--- config.mk ---
export PLATFORM = sky130hd
export DESIGN_NAME = graph_loader
export DESIGN_NICKNAME = d
export VERILOG_FILES = /design/src/rtl/graph_loader.sv
export SDC_FILE = /design/constraint.sdc
export NUM_CORES = 1
export LEC_CHECK = 0
export ABC_AREA = 1
export BUFFER_PORTS_ARGS = -buffer_cell sky130_fd_sc_hd__buf_2
export CAP_MARGIN = 10
export CORE_MARGIN = 2
export CORE_UTILIZATION = 62
export CTS_CLUSTER_SIZE = 40
export DETAILED_ROUTE_END_ITERATION = 8
export PLACE_DENSITY = 0.95
export SYNTH_ARGS = -nofsm -noshare
export SYNTH_HDL_FRONTEND = slang
export SYNTH_SLANG_ARGS = --single-unit
--- constraint.sdc ---
create_clock -name clk -period 3.8 [get_ports clk]
set_input_delay 0.95 -clock clk [delete_from_list [all_inputs] [get_ports clk]]
set_output_delay 0.95 -clock clk [all_outputs]
set_load 0.03 [all_outputs]
--- src/rtl/graph_loader.sv ---
// Byte-stream graph loader: parses N, per-node edge headers and edge bytes into four lane memories.
// Optional trailing XOR checksum enabled by defining GRAPH_LOADER_CKSUM_EN.
module graph_loader (
  input  logic        clk,
  input  logic        reset,
  input  logic        start,
  input  logic        in_valid,
  input  logic [7:0]  in_data,
  output logic        in_ready,
  output logic [3:0]  wr_en,
  output logic [4:0]  wr_addr,
  output logic [31:0] wr_data,
  output logic [5:0]  node_count,
  output logic        done,
  output logic        error
);

  typedef enum logic [3:0] {
    IDLE     = 4'd0,
    GET_N    = 4'd1,
    GET_HDR  = 4'd2,
    GET_EDGE = 4'd3,
    WRITE    = 4'd4,
    CLEAR    = 4'd5,
    DONE     = 4'd6,
    ERR      = 4'd7
`ifdef GRAPH_LOADER_CKSUM_EN
    , GET_CK = 4'd8
`endif
  } state_t;

  state_t      state, state_nx;
  logic [5:0]  n, n_nx;
  logic [4:0]  node, node_nx;
  logic [2:0]  cnt, cnt_nx;
  logic [2:0]  k, k_nx;
  logic [31:0] ebuf, ebuf_nx;
  logic [4:0]  clr, clr_nx;
  logic        acc;
`ifdef GRAPH_LOADER_CKSUM_EN
  logic [7:0]  ck, ck_nx;
`endif

  logic        ready_nx;
  logic [3:0]  wr_en_nx;
  logic [4:0]  wr_addr_nx;
  logic [31:0] wr_data_nx;

  assign acc = in_valid & in_ready;

  // Next-state, datapath and next-output decode.
  always_comb begin
    state_nx = state;
    n_nx     = n;
    node_nx  = node;
    cnt_nx   = cnt;
    k_nx     = k;
    ebuf_nx  = ebuf;
    clr_nx   = clr;
`ifdef GRAPH_LOADER_CKSUM_EN
    ck_nx    = acc ? (ck ^ in_data) : ck;
`endif
    case (state)
      IDLE: begin
        state_nx = IDLE;
      end
      GET_N: begin
        if (acc) begin
          n_nx = in_data[5:0];
          if (in_data == 8'd0 || in_data > 8'd32) begin
            state_nx = ERR;
          end else begin
            state_nx = GET_HDR;
          end
        end else begin
          state_nx = GET_N;
        end
      end
      GET_HDR: begin
        if (acc) begin
          cnt_nx  = in_data[2:0];
          k_nx    = 3'd0;
          ebuf_nx = 32'h0;
          if (in_data[7:3] != 5'd0 || in_data[2:0] > 3'd4) begin
            state_nx = ERR;
          end else if (in_data[2:0] == 3'd0) begin
            state_nx = WRITE;
          end else begin
            state_nx = GET_EDGE;
          end
        end else begin
          state_nx = GET_HDR;
        end
      end
      GET_EDGE: begin
        if (acc) begin
          if (in_data[2:0] == 3'd0 || {1'b0, in_data[7:3]} >= n) begin
            state_nx = ERR;
          end else begin
            ebuf_nx[{k[1:0], 3'b000} +: 8] = in_data;
            k_nx = k + 3'd1;
            if (k + 3'd1 == cnt) begin
              state_nx = WRITE;
            end else begin
              state_nx = GET_EDGE;
            end
          end
        end else begin
          state_nx = GET_EDGE;
        end
      end
      WRITE: begin
        if ({1'b0, node} == n - 6'd1) begin
`ifdef GRAPH_LOADER_CKSUM_EN
          state_nx = GET_CK;
`else
          if (n == 6'd32) begin
            state_nx = DONE;
          end else begin
            state_nx = CLEAR;
            clr_nx   = n[4:0];
          end
`endif
        end else begin
          node_nx  = node + 5'd1;
          state_nx = GET_HDR;
        end
      end
`ifdef GRAPH_LOADER_CKSUM_EN
      GET_CK: begin
        if (acc) begin
          if (in_data != ck) begin
            state_nx = ERR;
          end else if (n == 6'd32) begin
            state_nx = DONE;
          end else begin
            state_nx = CLEAR;
            clr_nx   = n[4:0];
          end
        end else begin
          state_nx = GET_CK;
        end
      end
`endif
      CLEAR: begin
        if (clr == 5'd31) begin
          state_nx = DONE;
        end else begin
          clr_nx   = clr + 5'd1;
          state_nx = CLEAR;
        end
      end
      DONE: begin
        state_nx = DONE;
      end
      ERR: begin
        state_nx = ERR;
      end
      default: begin
        state_nx = IDLE;
      end
    endcase

    // A new load abandons whatever was in flight, including any byte offered this cycle.
    if (start) begin
      state_nx = GET_N;
      n_nx     = 6'd0;
      node_nx  = 5'd0;
      cnt_nx   = 3'd0;
      k_nx     = 3'd0;
      ebuf_nx  = 32'h0;
      clr_nx   = 5'd0;
`ifdef GRAPH_LOADER_CKSUM_EN
      ck_nx    = 8'h00;
`endif
    end else begin
      state_nx = state_nx;
    end

    ready_nx   = 1'b0;
    wr_en_nx   = 4'h0;
    wr_addr_nx = 5'd0;
    wr_data_nx = 32'h0;
    case (state_nx)
      GET_N, GET_HDR, GET_EDGE: begin
        ready_nx = 1'b1;
      end
`ifdef GRAPH_LOADER_CKSUM_EN
      GET_CK: begin
        ready_nx = 1'b1;
      end
`endif
      WRITE: begin
        wr_en_nx   = 4'hF;
        wr_addr_nx = node_nx;
        wr_data_nx = ebuf_nx;
      end
      CLEAR: begin
        wr_en_nx   = 4'hF;
        wr_addr_nx = clr_nx;
      end
      default: begin
        ready_nx = 1'b0;
      end
    endcase
  end

  // State, datapath and registered outputs.
  always_ff @(posedge clk) begin
    if (reset) begin
      state      <= IDLE;
      n          <= 6'd0;
      node       <= 5'd0;
      cnt        <= 3'd0;
      k          <= 3'd0;
      ebuf       <= 32'h0;
      clr        <= 5'd0;
`ifdef GRAPH_LOADER_CKSUM_EN
      ck         <= 8'h00;
`endif
      in_ready   <= 1'b0;
      wr_en      <= 4'h0;
      wr_addr    <= 5'd0;
      wr_data    <= 32'h0;
      node_count <= 6'd0;
      done       <= 1'b0;
      error      <= 1'b0;
    end else begin
      state      <= state_nx;
      n          <= n_nx;
      node       <= node_nx;
      cnt        <= cnt_nx;
      k          <= k_nx;
      ebuf       <= ebuf_nx;
      clr        <= clr_nx;
`ifdef GRAPH_LOADER_CKSUM_EN
      ck         <= ck_nx;
`endif
      in_ready   <= ready_nx;
      wr_en      <= wr_en_nx;
      wr_addr    <= wr_addr_nx;
      wr_data    <= wr_data_nx;
      node_count <= n_nx;
      done       <= (state_nx == DONE);
      error      <= (state_nx == ERR);
    end
  end

endmodule

==> metrics.yaml <==
run_status:
  status: "complete, no violations"
final_layout:
  layout_common_cells: "nand2_1 (164), inv_1 (100), dfxtp_1 (98), nor2_1 (85), o21ai_0 (65)"
  synthToLayoutAreaGrowth_pct: 12.2
  multiInputGateArea_sq_um: 2440
  final_nets: 810
  fillers: 659
  n_antenna_cell: 0
  fin_cells: 890
  stdcell_area_sq_um: 5530
  seqCellArea_sq_um: 1960
  fin_util_pct: 71.6
  final_common_cell: "nand2_1"
  drive_above_1_share_pct: 15.1
power_and_ir_drop:
  switching_share_pct: 27.0
  power.share.clock_pct: 38.4
  leakage_nw: 2.66
  p_per_area_nw_per_um2: 345
  power.internal_mw: 1.39
  p_comb_share_pct: 7.2
  ir_drop_mv: 0.254
  p_switching_mw: 0.516
  pwr-share-seq_pct: 54.4
global_route:
  antenna_found_initial: 0
  grt_pass1_vias: 4516
  grt_max_degree: 36
  grt_pass1_wl_mm: 22.4
  track_usage_pct: 33.2
  grt_overflow: 0
die:
  die_x_microns: 93.2
  core_area_sq_um: 7730
  ios: 62
  rows: 32
  die_y_microns: 93.2
  start_util_pct: 63.8
  dieArea_sq_um: 8680
min_path:
  hold_depth: 4
  hold_start: "ebuf[1]"
  holdCritPathClass: "flip-flop to flip-flop"
  min_to: "ebuf[1]"
setup_path:
  critPathLaunchType: "flip-flop"
  crit_path_top_delay_cell: "dfxtp_1"
  worstPathArrival_ns: 3.63
  path_cells: "inv_2 > ha_1 > inv_2 > nand2_1 > nand2_1 > nor2_2 > nand3_1 > nor2_1 > nor2_1 > nor2_1 > nand3_1 > nand2_1 > nand3_4 > nor2_1"
  r2r_end: "wr_data[25]"
  path_max_fanout: 32
  r2r_slack_ns: 0.47
  crit_buf_inv: 2
  r2r-start: "k[0]"
  cp_top_family: "simple AND/OR/NAND/NOR gates"
  path_class: "flip-flop to flip-flop"
  cp_slowest_stage_delay_ns: 0.61
  worst-endpoint-required_ns: 4.10
  cpMostUsedCell: "nor2_1"
  r2r_cells: 14
  endpoint_kind: "flip-flop"
yosys:
  synth.top_cell.area_share_pct: 39.8
  synth_top_area_cell: "dfxtp_1"
  synth_area_sq_um: 4930
  synth_nets: 749
  synth.ff_latch_count: 98
  ys_types: 36
  synth.area.top_cells: "dfxtp_1 (40%), nand2_1 (12%), inv_1 (7.6%)"
  yosys_warnings: 0
  avgSynthCellArea_sq_um: 6.83
  syn_inst: 722
  yosysSeqAreaShare_pct: 39.8
sta:
  tns_ns: 0
  finalClockSkew_ns: 0.0162
  drv_slew: 0
  rsz0062_at_grt: "false"
  fin_crit_sh_pct: 87.8
  fin_crit_ns: 3.33
  max_freq_mhz: 300
  setup_violations: 0
  max-slew-margin-rel_pct: 55.0
  worst_slew_pin_slew_ns: 0.671
  final_hold_viol_count: 0
clocking:
  numCtsBuffers: 9
  cts_buffer_depth: 2
  cts_root_buffer: "clkbuf_8"
  insertion_delay_ns: 0.37
  cts.sinks: 98
  ctsHtreeMaxLevel: 3
  cts_tree: "done"
  cts.clk_slew.worst_paths_ns: 0.11
  cts_resized: 0
  postCtsSetupBuffers: 0
  cts_hold_buffers: 0
detailed_routing:
  drc: 0
  drt_pass1_iterations: 7
  wl_per_cell_microns: 15.7
  ant_nets: 0
  drt_wl_total_mm: 14.0
  via_count: 4975
  drtIter0Drc: 453
  via_per_inst: 5.59
place:
  globalplace.congestion: 1.01
  dpl.cell_count: 874
  portBuffers: 61
  dp_hpwl_mm: 10.5
  placed_cell_area_sq_um: 5310
run:
  drv_cap: 0
## layout make-up
type / instances / area share, %
clock buffers: 9 / 2.24
clock inverters: 7 / 1.72
inverters: 111 / 7.53
multi-input cells: 494 / 44.1
flip-flops and latches: 98 / 35.5
well taps: 102 / 2.31
repair buffers: 69 / 6.60
## registers in the layout, summed over array words and instances, names as in the netlist
signal    flops
clr           5
cnt           3
done          1
ebuf         32
error         1
in_ready      1
k             3
n             6
node          5
state         3
wr_addr       5
wr_data      32
wr_en         1
## per-stage QoR
step | power [mW] | hold WS (ns) | worst slack [ns]
2_1_floorplan | 1.15 | 0.488 | 1.31
3_3_place_gp | 1.19 | 0.499 | 0.653
3_5_place_dp | 1.20 | 0.513 | 0.546
4_1_cts | 1.91 | 0.536 | 0.517
5_1_grt | 1.98 | 0.569 | 0.146
6_report | 1.91 | 0.535 | 0.465
## per-layer routing
metal  part of all wire (%)  vias to the layer above  global-route usage, %
met5                      0                        -                      0
met4                    1.9                        0                   10.5
met3                    8.5                       30                   6.37
met2                     48                      223                   55.1
met1                     42                     2285                   43.7
li1                       -                     2437                      -
## power groups by stage
stage	Clock, mW	Combinational, mW	Sequential [mW]
floorplan	0	0.0847	1.06
global placement	0	0.131	1.06
detailed placement	0	0.133	1.06
CTS	0.737	0.134	1.04
global route	0.784	0.150	1.04
finish	0.732	0.138	1.04
## synth_stat cells (all sizes together)
library cell  number
nand2            168
inv              110
dfxtp             98
nor2              97
o21ai             67
nand3             53
a21oi             36
ha                15
nand4             14
buf               11
clkbuf             8
nor3               8
o211ai             6
or2                6
o221ai             5
a22oi              4
a31oi              4
o31ai              4
a211oi             3
xnor2              2
clkinv             1
nor2b              1
xor2               1
## logic make-up after synthesis
logic type	after synthesis	share of synthesized area, %
flops	98	39.8
simple gates	347	30.6
compound gates	129	14.5
fa+ha+maj	15	3.81
buf+inv	130	10.7
xor+xnor	3	0.533
## tightest hold or removal path, delay by kind of cell (launching register included)
| family | cells | cell delay (ns) |
|---|---|---|
| buffers and inverters | 1 | 0.05 |
| DFF | 1 | 0.32 |
| and+or+nand+nor | 3 | 0.16 |
## how the worst max path moves through the flow
stage / startpoint / end / slack, ns / cells after the start
floorplan: in_data[3] / wr_data[10] / 1.31 / 16
global placement: k[0] / wr_data[12] / 0.65 / 14
detailed placement: k[0] / wr_data[25] / 0.55 / 14
CTS: k[0] / wr_data[25] / 0.52 / 14
global route: k[0] / wr_data[17] / 0.15 / 14
finish: k[0] / wr_data[25] / 0.47 / 14
(Power assumes the default switching activity.)
